### src/rtl/sram_port_scheduler_pkg.sv
// Shared types and constants for the SRAM port scheduler.
// Requester ids are used both by the arbiter and by the top-level lane merge.
package sram_port_scheduler_pkg;

  typedef enum logic [1:0] {
    StIdle  = 2'd0,
    StRead  = 2'd1,
    StWrite = 2'd2
  } state_e;

  localparam logic GRANT_CPU = 1'b0;
  localparam logic GRANT_VID = 1'b1;

endpackage

### src/rtl/sram_port_scheduler_rr_arb2.sv
// Two-way round-robin arbiter: req[0] = CPU, req[1] = video.
// On a tie the requester that did not win last time is chosen.
module sram_port_scheduler_rr_arb2
  import sram_port_scheduler_pkg::*;
(
  input  logic       clk_50mhz,
  input  logic       rst,
  input  logic [1:0] req,
  input  logic       advance,
  output logic [1:0] gnt
);

  logic last_q, last_d;

  always_comb begin
    if (req == 2'b11) begin
      gnt = (last_q == GRANT_VID) ? 2'b01 : 2'b10;
    end else begin
      gnt = req;
    end
    last_d = last_q;
    if (advance && (|req)) begin
      last_d = gnt[1] ? GRANT_VID : GRANT_CPU;
    end
  end

  always_ff @(posedge clk_50mhz) begin
    if (rst) begin
      last_q <= GRANT_VID;
    end else begin
      last_q <= last_d;
    end
  end

endmodule

### src/rtl/sram_port_scheduler.sv
// Shares one SRAM word between the CPU lanes, the video lanes and VGA scan-out.
// Partial-lane writes are read-modify-write so the other requester's lanes survive.
module sram_port_scheduler
  import sram_port_scheduler_pkg::*;
#(
  parameter int unsigned ADDR_W  = 20,
  parameter int unsigned DATA_W  = 48,
  parameter int unsigned CPU_W   = 32,
  parameter int unsigned VID_W   = 16,
  parameter bit          SCAN_EN = 1'b1
) (
  input  logic              clk_50mhz,
  input  logic              rst,
  input  logic              hold,
  input  logic              cpu_stb,
  input  logic              cpu_we,
  input  logic [ADDR_W-1:0] cpu_addr,
  input  logic [CPU_W-1:0]  cpu_din,
  output logic [CPU_W-1:0]  cpu_dout,
  output logic              cpu_ack,
  input  logic              vid_stb,
  input  logic              vid_we,
  input  logic [ADDR_W-1:0] vid_addr,
  input  logic [VID_W-1:0]  vid_din,
  output logic [VID_W-1:0]  vid_dout,
  output logic              vid_ack,
  input  logic [ADDR_W-1:0] vram_scan_addr,
  output logic [VID_W-1:0]  vram_scan_data,
  output logic [ADDR_W-1:0] sram_addr,
  output logic              sram_we,
  output logic [DATA_W-1:0] sram_wdata,
  input  logic [DATA_W-1:0] sram_rdata,
  output logic              busy
);

  state_e            state_q, state_d;
  logic              scan_slot_q, scan_slot_d;
  logic [ADDR_W-1:0] addr_q, addr_d;
  logic              we_q, we_d;
  logic              gid_q, gid_d;
  logic [DATA_W-1:0] din_q, din_d;
  logic [DATA_W-1:0] rd_buf_q, rd_buf_d;
  logic              cpu_ack_q, cpu_ack_d;
  logic              vid_ack_q, vid_ack_d;
  logic [VID_W-1:0]  scan_data_q, scan_data_d;
  logic [1:0]        req, gnt;
  logic              grant_en;
  logic [DATA_W-1:0] merged;

  // A requester whose ack is still showing is masked so it is not re-granted on the same word.
  assign req      = {vid_stb & ~vid_ack_q, cpu_stb & ~cpu_ack_q};
  assign grant_en = ~scan_slot_q & (state_q == StIdle) & ~hold & (|req);

  sram_port_scheduler_rr_arb2 u_arb (
    .clk_50mhz (clk_50mhz),
    .rst       (rst),
    .req       (req),
    .advance   (grant_en),
    .gnt       (gnt)
  );

  always_comb begin
    state_d     = state_q;
    scan_slot_d = SCAN_EN ? ~scan_slot_q : 1'b0;
    addr_d      = addr_q;
    we_d        = we_q;
    gid_d       = gid_q;
    din_d       = din_q;
    rd_buf_d    = rd_buf_q;
    cpu_ack_d   = 1'b0;
    vid_ack_d   = 1'b0;
    scan_data_d = scan_data_q;
    if (scan_slot_q) begin
      scan_data_d = sram_rdata[DATA_W-1:DATA_W-VID_W];
    end else begin
      unique case (state_q)
        StIdle: begin
          if (grant_en) begin
            state_d = StRead;
            if (gnt[1]) begin
              gid_d  = GRANT_VID;
              addr_d = vid_addr;
              we_d   = vid_we;
              din_d  = {vid_din, {(DATA_W-VID_W){1'b0}}};
            end else begin
              gid_d  = GRANT_CPU;
              addr_d = cpu_addr;
              we_d   = cpu_we;
              din_d  = {{(DATA_W-CPU_W){1'b0}}, cpu_din};
            end
          end
        end
        StRead: begin
          rd_buf_d = sram_rdata;
          if (we_q) begin
            state_d = StWrite;
          end else begin
            state_d   = StIdle;
            cpu_ack_d = (gid_q == GRANT_CPU);
            vid_ack_d = (gid_q == GRANT_VID);
          end
        end
        StWrite: begin
          state_d   = StIdle;
          cpu_ack_d = (gid_q == GRANT_CPU);
          vid_ack_d = (gid_q == GRANT_VID);
        end
        default: state_d = StIdle;
      endcase
    end
  end

  always_ff @(posedge clk_50mhz) begin
    if (rst) begin
      state_q     <= StIdle;
      scan_slot_q <= 1'b0;
      addr_q      <= '0;
      we_q        <= 1'b0;
      gid_q       <= GRANT_CPU;
      din_q       <= '0;
      rd_buf_q    <= '0;
      cpu_ack_q   <= 1'b0;
      vid_ack_q   <= 1'b0;
      scan_data_q <= '0;
    end else begin
      state_q     <= state_d;
      scan_slot_q <= scan_slot_d;
      addr_q      <= addr_d;
      we_q        <= we_d;
      gid_q       <= gid_d;
      din_q       <= din_d;
      rd_buf_q    <= rd_buf_d;
      cpu_ack_q   <= cpu_ack_d;
      vid_ack_q   <= vid_ack_d;
      scan_data_q <= scan_data_d;
    end
  end

  // Keep the other requester's lanes from the word captured in READ.
  assign merged = (gid_q == GRANT_CPU) ?
                  {rd_buf_q[DATA_W-1:CPU_W], din_q[CPU_W-1:0]} :
                  {din_q[DATA_W-1:DATA_W-VID_W], rd_buf_q[DATA_W-VID_W-1:0]};

  assign sram_addr      = scan_slot_q ? vram_scan_addr : addr_q;
  assign sram_we        = (state_q == StWrite) & ~scan_slot_q & ~rst;
  assign sram_wdata     = ((state_q == StWrite) && !scan_slot_q) ? merged : '0;
  assign cpu_dout       = rd_buf_q[CPU_W-1:0];
  assign vid_dout       = rd_buf_q[DATA_W-1:DATA_W-VID_W];
  assign cpu_ack        = cpu_ack_q;
  assign vid_ack        = vid_ack_q;
  assign vram_scan_data = scan_data_q;
  assign busy           = (state_q != StIdle);

endmodule

### config.mk
export PLATFORM = sky130hd
export DESIGN_NAME = sram_port_scheduler
export DESIGN_NICKNAME = d
export VERILOG_FILES = /design/src/rtl/sram_port_scheduler_pkg.sv /design/src/rtl/sram_port_scheduler_rr_arb2.sv /design/src/rtl/sram_port_scheduler.sv
export SDC_FILE = /design/constraint.sdc
export NUM_CORES = 1
export LEC_CHECK = 0
export CORE_ASPECT_RATIO = 1.5
export CORE_MARGIN = 2
export CORE_UTILIZATION = 41
export DETAILED_ROUTE_END_ITERATION = 12
export PLACE_DENSITY = 0.8
export RECOVER_POWER = 100
export SLEW_MARGIN = 20
export SYNTH_ARGS = -nofsm -noshare
export SYNTH_HDL_FRONTEND = slang
export SYNTH_SLANG_ARGS = --single-unit
### constraint.sdc
create_clock -name clk_50mhz -period 2 [get_ports clk_50mhz]
set_input_delay 0.4 -clock clk_50mhz [delete_from_list [all_inputs] [get_ports clk_50mhz]]
set_output_delay 0.4 -clock clk_50mhz [all_outputs]
set_load 0.01 [all_outputs]
==> flow_summary.json, run 1 <==
{
  "avgSynthCellArea_um2": 8.60,
  "start_util_pct": 41.8,
  "worstPathRequired_ps": 1600,
  "hold_slack_ps": 308,
  "drt_wl_total_um": 21400,
  "die_h_um": 155,
  "synth_nets": 896,
  "drcViolationCount": 0,
  "post-route-period-util_pct": 98.8,
  "cts_buffers": 17,
  "track_usage_pct": 25.6,
  "grt_pass1_vias": 6154,
  "path_clk_slew_ps": 60,
  "dieArea_um2": 16300,
  "critPathKind": "reg -> out",
  "n_fill_cell": 1278,
  "fmax_ghz": 0.506,
  "cp_cell_sequence": "ha_4, nand2b_4, buf_12, nor2_2, clkdlybuf4s15_2",
  "synthDistinctLibCells": 34,
  "clock_power_share_pct": 41.4,
  "max-clock-path-buffers": 2,
  "routed_via_density": 5.05,
  "core-area_um2": 15000,
  "powerDensity_nw_per_um2": 803,
  "ctsHoldBuffers": 0,
  "relSlewSlack_pct": 60.1,
  "setup_viol": 0,
  "antenna_found_initial": 2,
  "worst_pin_slew_ps": 599,
  "seqPwrFrac_pct": 38.4,
  "hold_viol": 0,
  "portBuffers": 298,
  "internal_power_mw": 5.99,
  "cp.arrival_ps": 1580,
  "area_growth_pct": 61.1,
  "combPwrFrac_pct": 20.2,
  "p_switching_mw": 2.12,
  "crit_slowest_cell": "dfxtp_1",
  "nets": 1185,
  "period_needed_ps": 1980,
  "cts_tree": "built",
  "cts-root-buf": "clkbuf_16",
  "yosys_warnings": 0,
  "power.leakage_nw": 3.73,
  "drive_gt1_share_pct": 19.1,
  "num_vias": 6218,
  "wl_per_cell_um": 17.4,
  "critPathLaunchType": "register",
  "cp_slowest_stage_delay_ps": 370,
  "switching_share_pct": 26.1,
  "dpl.hpwl_um": 15400,
  "drt_iter0_markers": 331,
  "grt_first_pass_wirelength_um": 32900,
  "drt_pass1_iterations": 4,
  "final_cell_area_um2": 10100,
  "die_x_um": 105,
  "multi_input_area_um2": 3190,
  "place_area_um2": 9580,
  "end_kind": "primary output",
  "gp_congestion": 0.848,
  "gr-total-overflow": 0,
  "ys_ff_latch": 140,
  "tns_ps": 0,
  "clock_skew_ps": 15.6,
  "grt_max_degree": 126,
  "ant_nets": 0,
  "max-vdd-ir-drop_mv": 0.465,
  "cts_sinks": 140,
  "regArea_um2": 2810,
  "maxSlewViolCount": 0,
  "synth-seq-area-share_pct": 44.7,
  "maxCapViolCount": 0,
  "row_count": 55,
  "h-tree-depth": 4,
  "io_pins": 299,
  "worstPathMaxFanout": 23,
  "clk_latency_ps": 410,
  "outcome": "finished clean",
  "hold_path.class": "in -> reg",
  "synth_area_um2": 6270,
  "synth_cells": 729
}
## synth_stat cells (all sizes together)
cell type	number	area, um2
a211oi	21	238
mux2i	65	651
o32ai	1	8.76
buf	40	246
ha	4	50.1
a22o	16	140
mux2	20	225
a21o	1	7.51
nor2	90	348
o211ai	2	20.0
nand3b	1	7.51
o211a	1	10.0
nand3	32	160
and2	2	12.5
nor3	1	16.3
dfxtp	140	2800
nand2	152	571
o21ai	2	10.0
inv	4	15.0
nor2b	4	35.0
nand2b	5	31.3
clkbuf	21	78.8
a21oi	104	584
## power by group through the flow
stage                     combinational (mW)  sequential, mW  clock (mW)
after CTS                               1.65            3.12        3.41
after detailed placement                1.66            3.17           0
final                                   1.64            3.12        3.36
after global routing                    1.76            3.14        3.53
after floorplan                        0.764            3.18           0
after global placement                  1.64            3.17           0
## cells in the final DEF, fill, tap and decap left out, types with 2 or more instances in the layout
master / n
nor2_4: 2
a211oi_2: 16
dfxtp_4: 2
mux2_2: 20
nand2_1: 152
inv_6: 4
a21oi_2: 17
a21oi_1: 87
dfxtp_1: 138
nand3_1: 32
dlygate4sd2_1: 11
buf_4: 18
mux2i_2: 2
clkinvlp_4: 4
nor2b_4: 2
buf_2: 43
a211oi_1: 5
buf_12: 13
clkdlybuf4s50_1: 227
clkdlybuf4s15_2: 15
nand2b_1: 3
diode_2: 2
nor2_1: 83
clkbuf_16: 17
nor2_2: 5
bufinv_16: 4
ha_1: 3
and2_1: 2
inv_1: 3
mux2i_1: 63
a22o_1: 16
o21ai_0: 2
## per-layer routing
| metal | vias up | track usage (%) | part of all wire [%] | routed length (um) |
|---|---|---|---|---|
| met5 | - | 0 | 0 | 0 |
| met1 | 2912 | 28.6 | 38 | 8210 |
| met2 | 222 | 45.9 | 52 | 11200 |
| met3 | 45 | 6.37 | 5.6 | 1190 |
| li1 | 3039 | - | - | - |
| met4 | 0 | 11.0 | 3.7 | 799 |
## sequential cells by signal, summed over array words and instances, names as in the netlist
name	count
cpu_ack	1
din_q	48
addr_q	20
we_q	1
scan_slot_q	1
state_q	2
vram_scan_data	16
gid_q	1
vid_ack	1
u_arb.last_q	1
rd_buf_q	48
## per-stage QoR
| stage | instances | power, mW | util (%) | worst slack [ps] |
|---|---|---|---|---|
| after floorplan | 729 | 3.95 | - | 319 |
| after global placement | 1194 | 4.81 | 63.9 | -18.0 |
| after detailed placement | 1194 | 4.84 | 63.9 | -35.7 |
| after CTS | 1229 | 8.18 | 67.2 | -64.1 |
| after global routing | 1231 | 8.43 | 67.3 | -8.79 |
| final | 1231 | 8.11 | 67.3 | 24.0 |
## final cells by class
class	count	share of cell area, %
diodes	2	0.0496
clock buffers	19	4.39
flip-flops and latches	140	27.8
clock inverters	12	1.83
inverters	4	0.149
well taps	199	2.47
repair buffers	331	31.7
multi-input cells	524	31.6
## worst paths after layout
path                             startpoint        endpoint  slack (ps)  cells after the start
worst max register to register  scan_slot_q       din_q[24]         240                      7
worst min register to register    din_q[27]       din_q[27]         450                      2
worst max-delay path             state_q[1]  sram_wdata[37]          20                      5
worst min-delay path                    rst     scan_slot_q         310                      3
## cell families after synthesis
family                     count (synthesis)  share of synthesized area, %
and+or+nand+nor                          287                          18.8
AOI/OAI and AO/OA                        148                          16.2
DFF                                      140                          44.7
muxes                                     85                          14.0
buffers and inverters                     65                          5.43
adders and majority gates                  4                         0.798
## repair_timing
action / CTS / global route
cloned: 1 / 0
resized for setup: 237 / 8
buffers inserted: 3 / 0
setup endpoints to repair: 70 / 19
pin swaps: 0 / 1
## worst max-delay path, delay by kind of cell (launching register included)
family | cells | cell delay, ps
buf+inv | 2 | 400
flops | 1 | 370
simple gates | 2 | 230
fa+ha+maj | 1 | 170
(Power assumes the default switching activity.)
==> run 2: changes to the inputs <==
--- a/config.mk
+++ b/config.mk
@@ -8,9 +8,11 @@
 export CORE_ASPECT_RATIO = 1.5
 export CORE_MARGIN = 2
 export CORE_UTILIZATION = 41
+export CTS_CLUSTER_SIZE = 40
 export DETAILED_ROUTE_END_ITERATION = 12
 export PLACE_DENSITY = 0.8
 export RECOVER_POWER = 100
+export SKIP_LAST_GASP = 1
 export SLEW_MARGIN = 20
 export SYNTH_ARGS = -nofsm -noshare
 export SYNTH_HDL_FRONTEND = slang
==> flow_summary.json, run 2 (synthesis results as in run 1) <==
{
  "hold_viol": 0,
  "critPathKind": "reg -> out",
  "routed_via_density": 5.09,
  "max-vdd-ir-drop_mv": 0.460,
  "post-route-period-util_pct": 98.5,
  "grt_first_pass_wirelength_um": 32800,
  "die_h_um": 155,
  "antenna_found_initial": 2,
  "start_util_pct": 41.8,
  "die_x_um": 105,
  "path_buf_inv": 2,
  "drcViolationCount": 0,
  "worstPathRequired_ps": 1600,
  "nets": 1186,
  "crit_slowest_cell": "dfxtp_1",
  "hold_slack_ps": 309,
  "cts_buffers": 17,
  "ctsHoldBuffers": 0,
  "clock_power_share_pct": 41.8,
  "met2_length_um": 11400,
  "reg_top3": "din_q x48, rd_buf_q x48, addr_q x20",
  "routed-wl-met3_um": 1240,
  "cp_slowest_stage_delay_ps": 370,
  "setup_viol": 0,
  "gp_congestion": 0.848,
  "p_switching_mw": 2.11,
  "grt_max_degree": 126,
  "n_fill_cell": 1290,
  "internal_power_mw": 5.93,
  "drive_gt1_share_pct": 17.0,
  "switching_share_pct": 26.2,
  "track_usage_pct": 25.6,
  "portBuffers": 298,
  "path_clk_slew_ps": 60,
  "worst_pin_slew_ps": 607,
  "worstPathMaxFanout": 12,
  "core-area_um2": 15000,
  "combPwrFrac_pct": 19.5,
  "hold_path.class": "in -> reg",
  "maxSlewViolCount": 0,
  "end_kind": "primary output",
  "multi_input_area_um2": 3110,
  "clock_skew_ps": 14.0,
  "num_vias": 6270,
  "drt_iter0_markers": 230,
  "maxUsedRoutingLayer": "met4",
  "clk_latency_ps": 410,
  "place_inst": 1194,
  "outcome": "finished clean",
  "p_total_mw": 8.04,
  "maxCapViolCount": 0,
  "cp_cell_sequence": "ha_4, nand2b_4, clkbuf_16, nor2_1, clkdlybuf4s15_2",
  "period_needed_ps": 1970,
  "met1Wirelength_um": 8310,
  "final_cell_mix": "clkdlybuf4s50_1, nand2_1, dfxtp_1, a21oi_1, nor2_1",
  "grt_pass1_vias": 6148,
  "cts_sinks": 140,
  "io_pins": 299,
  "place_ws_ps": -35.7,
  "grt_setup_unrepaired": "yes",
  "h-tree-depth": 4,
  "mostFrequentLayoutCell": "clkdlybuf4s50_1",
  "drt_pass1_iterations": 5,
  "cp.arrival_ps": 1570,
  "seqPwrFrac_pct": 38.7,
  "gr-total-overflow": 0,
  "fin_util_pct": 67.3,
  "fmax_ghz": 0.508,
  "cts_tree": "built",
  "dpl.hpwl_um": 15400,
  "row_count": 55,
  "power.leakage_nw": 3.90,
  "ant_nets": 0,
  "critPathTopFamily": "buffers and inverters",
  "drt_wl_total_um": 21700,
  "critPathLaunchType": "register",
  "relSlewSlack_pct": 59.5,
  "powerDensity_nw_per_um2": 796,
  "area_growth_pct": 61.2,
  "max-clock-path-buffers": 2,
  "dieArea_um2": 16300,
  "wl_per_cell_um": 17.6,
  "regArea_um2": 2810,
  "worst_slack_ps": 29.6,
  "final_cells": 1232,
  "cts-root-buf": "clkbuf_16"
}
run 2: worst register-to-register path: cells and delay by family, from the launching register on:
kind | cells | cell delay, ps
DFF | 1 | 370
and+or+nand+nor | 1 | 170
buffers and inverters | 4 | 700
AOI/OAI and AO/OA | 3 | 530
run 2: power groups by stage:
stage	clock network [mW]	logic, mW	registers, mW
after detailed placement	0	1.66	3.17
after global routing	3.53	1.69	3.13
after CTS	3.41	1.65	3.12
after floorplan	0	0.764	3.18
after global placement	0	1.64	3.17
final	3.36	1.57	3.11
run 2: repair_timing:
action                     in CTS  in global routing
gates resized for setup       204                 22
setup endpoints to repair      70                 49
pin swaps                       0                  1
buffers inserted                3                  0
gates cloned                    1                  1
run 2: final cells by class:
class	count	area share [%]
inverters	4	0.149
repair buffers	332	32.5
clock buffers	19	4.38
multi-input cells	524	30.8
well taps	199	2.46
diodes	2	0.0495
flip-flops and latches	140	27.8
clock inverters	12	1.83
run 2: routing by layer:
metal / vias to the layer above / track usage (%)
met2: 238 / 46.2
li1: 3047 / -
met4: 0 / 10.7
met1: 2936 / 28.5
met5: - / 0
met3: 49 / 6.28
run 2: worst paths after layout:
path	startpoint	end	slack (ps)	cells after the start
worst min-delay path	rst	scan_slot_q	310	3
worst max-delay path	state_q[1]	sram_wdata[17]	30	5
worst min register to register	din_q[27]	din_q[27]	450	2
worst max register to register	scan_slot_q	addr_q[10]	110	8
run 2: stage by stage:
stage | instance area, um2 | TNS [ps]
6_report | 10100 | 0
3_3_place_gp | 9580 | -23.3
3_5_place_dp | 9580 | -797
4_1_cts | 10200 | -1530
2_1_floorplan | 6270 | 0
5_1_grt | 10100 | -224
==> run 3: changes to the inputs <==
--- a/config.mk
+++ b/config.mk
@@ -6,11 +6,10 @@
 export NUM_CORES = 1
 export LEC_CHECK = 0
 export CORE_ASPECT_RATIO = 1.5
-export CORE_MARGIN = 2
 export CORE_UTILIZATION = 41
 export CTS_CLUSTER_SIZE = 40
 export DETAILED_ROUTE_END_ITERATION = 12
-export PLACE_DENSITY = 0.8
+export PLACE_DENSITY = 0.91
 export RECOVER_POWER = 100
 export SKIP_LAST_GASP = 1
 export SLEW_MARGIN = 20
==> flow_summary.json, run 3 (synthesis results as in run 1) <==
{
  "path_buf_inv": 3,
  "critPathTopFamily": "buffers and inverters",
  "grt_max_degree": 126,
  "maxCapViolCount": 0,
  "drt_pass1_iterations": 4,
  "cts_buffers": 17,
  "cts_tree": "built",
  "critPathLaunch": "state_q[0]",
  "end_kind": "primary output",
  "worst_pin_slew_ps": 688,
  "hold_path.class": "in -> reg",
  "outcome": "finished with violations",
  "nets": 1187,
  "antenna_found_initial": 1,
  "gp_congestion": 0.866,
  "critPathLaunchType": "register",
  "maxSlewViolCount": 0,
  "fmax_ghz": 0.496,
  "crit_slowest_cell": "dfxtp_1",
  "routed_via_density": 5.25,
  "drive_gt1_share_pct": 18.7,
  "worstPathRequired_ps": 1600,
  "die_x_um": 103,
  "mostFrequentLayoutCell": "clkdlybuf4s50_1",
  "core-area_um2": 15000,
  "path_clk_slew_ps": 60,
  "max-clock-path-buffers": 2,
  "hold_start": "rst",
  "hold_viol": 0,
  "cp_slowest_stage_delay_ps": 320,
  "reg_top3": "din_q x48, rd_buf_q x48, addr_q x20",
  "grt_setup_unrepaired": "yes",
  "track_usage_pct": 28.1,
  "wl_per_cell_um": 18.1,
  "drcViolationCount": 0,
  "die_h_um": 153,
  "ant_nets": 0,
  "relSlewSlack_pct": 54.2,
  "gr-total-overflow": 0,
  "start_util_pct": 41.8,
  "dpl.hpwl_um": 15300,
  "row_count": 55,
  "ctsHoldBuffers": 0,
  "grt_pass1_vias": 6630,
  "critPathKind": "reg -> out",
  "cts-root-buf": "clkbuf_16",
  "place_ws_ps": -129,
  "grt_first_pass_wirelength_um": 33800,
  "powerDensity_nw_per_um2": 796,
  "fin_util_pct": 68.7,
  "cts_sinks": 140,
  "clock_skew_ps": 6.59,
  "clk_latency_ps": 410,
  "worst_slack_ps": -16.0,
  "num_vias": 6475,
  "drt_wl_total_um": 22300,
  "worstPathMaxFanout": 12,
  "cp_cell_sequence": "inv_2, ha_4, nand2b_4, clkbuf_16, nor2_2, clkdlybuf4s15_2",
  "area_growth_pct": 64.4,
  "dieArea_um2": 15800,
  "worstReg2RegStart": "state_q[0]",
  "portBuffers": 298,
  "hold_slack_ps": 304,
  "setup_viol": 10,
  "max-vdd-ir-drop_mv": 0.484,
  "h-tree-depth": 4,
  "final_cell_mix": "clkdlybuf4s50_1, nand2_1, dfxtp_1, a21oi_1, nor2_1",
  "drt_iter0_markers": 230,
  "post-route-period-util_pct": 101,
  "cp.arrival_ps": 1620,
  "power.leakage_nw": 3.76,
  "io_pins": 299,
  "violations": "setup timing",
  "period_needed_ps": 2020
}
==> run 3: cell count changes in the layout (fill, tap and decap cells not counted), moves of 5 or more <==
cell and delta:
a21oi_2 +14, nor2_1 -5, a21oi_1 -14, nor2_2 +5, clkdlybuf4s50_1 +66, buf_2 -10
dlygate4sd2_1 +10, dlygate4sd3_1 -66
==> run 3: report_power, final <==
| group | total (mW) | switching [mW] | internal, mW |
|---|---|---|---|
| sequential | 3.12 | 0.133 | 2.98 |
| clock | 3.40 | 1.28 | 2.12 |
| combinational | 1.68 | 0.786 | 0.893 |
==> run 3: what timing repair did <==
action | CTS | global route
resized for setup | 160 | 40
buffers inserted | 2 | 2
pin swaps | 0 | 0
endpoints found under the setup margin | 70 | 69
gates cloned | 2 | 1
==> run 3: final timing paths <==
kind	depth (start not counted)	slack, ps	to
setup / recovery	6	-20	sram_wdata[34]
hold / removal	3	300	scan_slot_q
setup reg to reg	7	240	din_q[14]
hold reg to reg	2	450	din_q[19]
==> run 3: through the flow <==
stage / cell area, um2 / total power, mW / cells / setup TNS (ps)
after floorplan: 6270 / 3.95 / 729 / 0
after global placement: 9570 / 4.79 / 1193 / -1490
after detailed placement: 9570 / 4.84 / 1193 / -5600
after CTS: 10300 / 8.24 / 1229 / -3410
after global routing: 10300 / 8.52 / 1233 / -2460
final: 10300 / 8.20 / 1233 / -81.1
==> run 3: layout make-up <==
cell class	instances	area, um2
clock inverters	11	155
well taps	199	249
clock buffers	21	482
inverters	4	15.0
multi-input cells	524	3190
diodes	1	2.50
flip-flops and latches	140	2810
fillers	1157	4700
repair buffers	333	3400
==> run 3: per-layer routing <==
metal / vias to the layer above / share of wire [%] / GRT usage [%]
met1: 3062 / 37 / 29.7
met4: 0 / 4.8 / 15.8
met2: 294 / 52 / 49.6
li1: 3044 / - / -
met3: 75 / 6.3 / 6.72
met5: - / 0 / 0
==> run 3: tightest hold or removal path, cell delays in order <==
cell	delay (ps)
buf_4	100
nor2_1	50
clkbuf_4	130
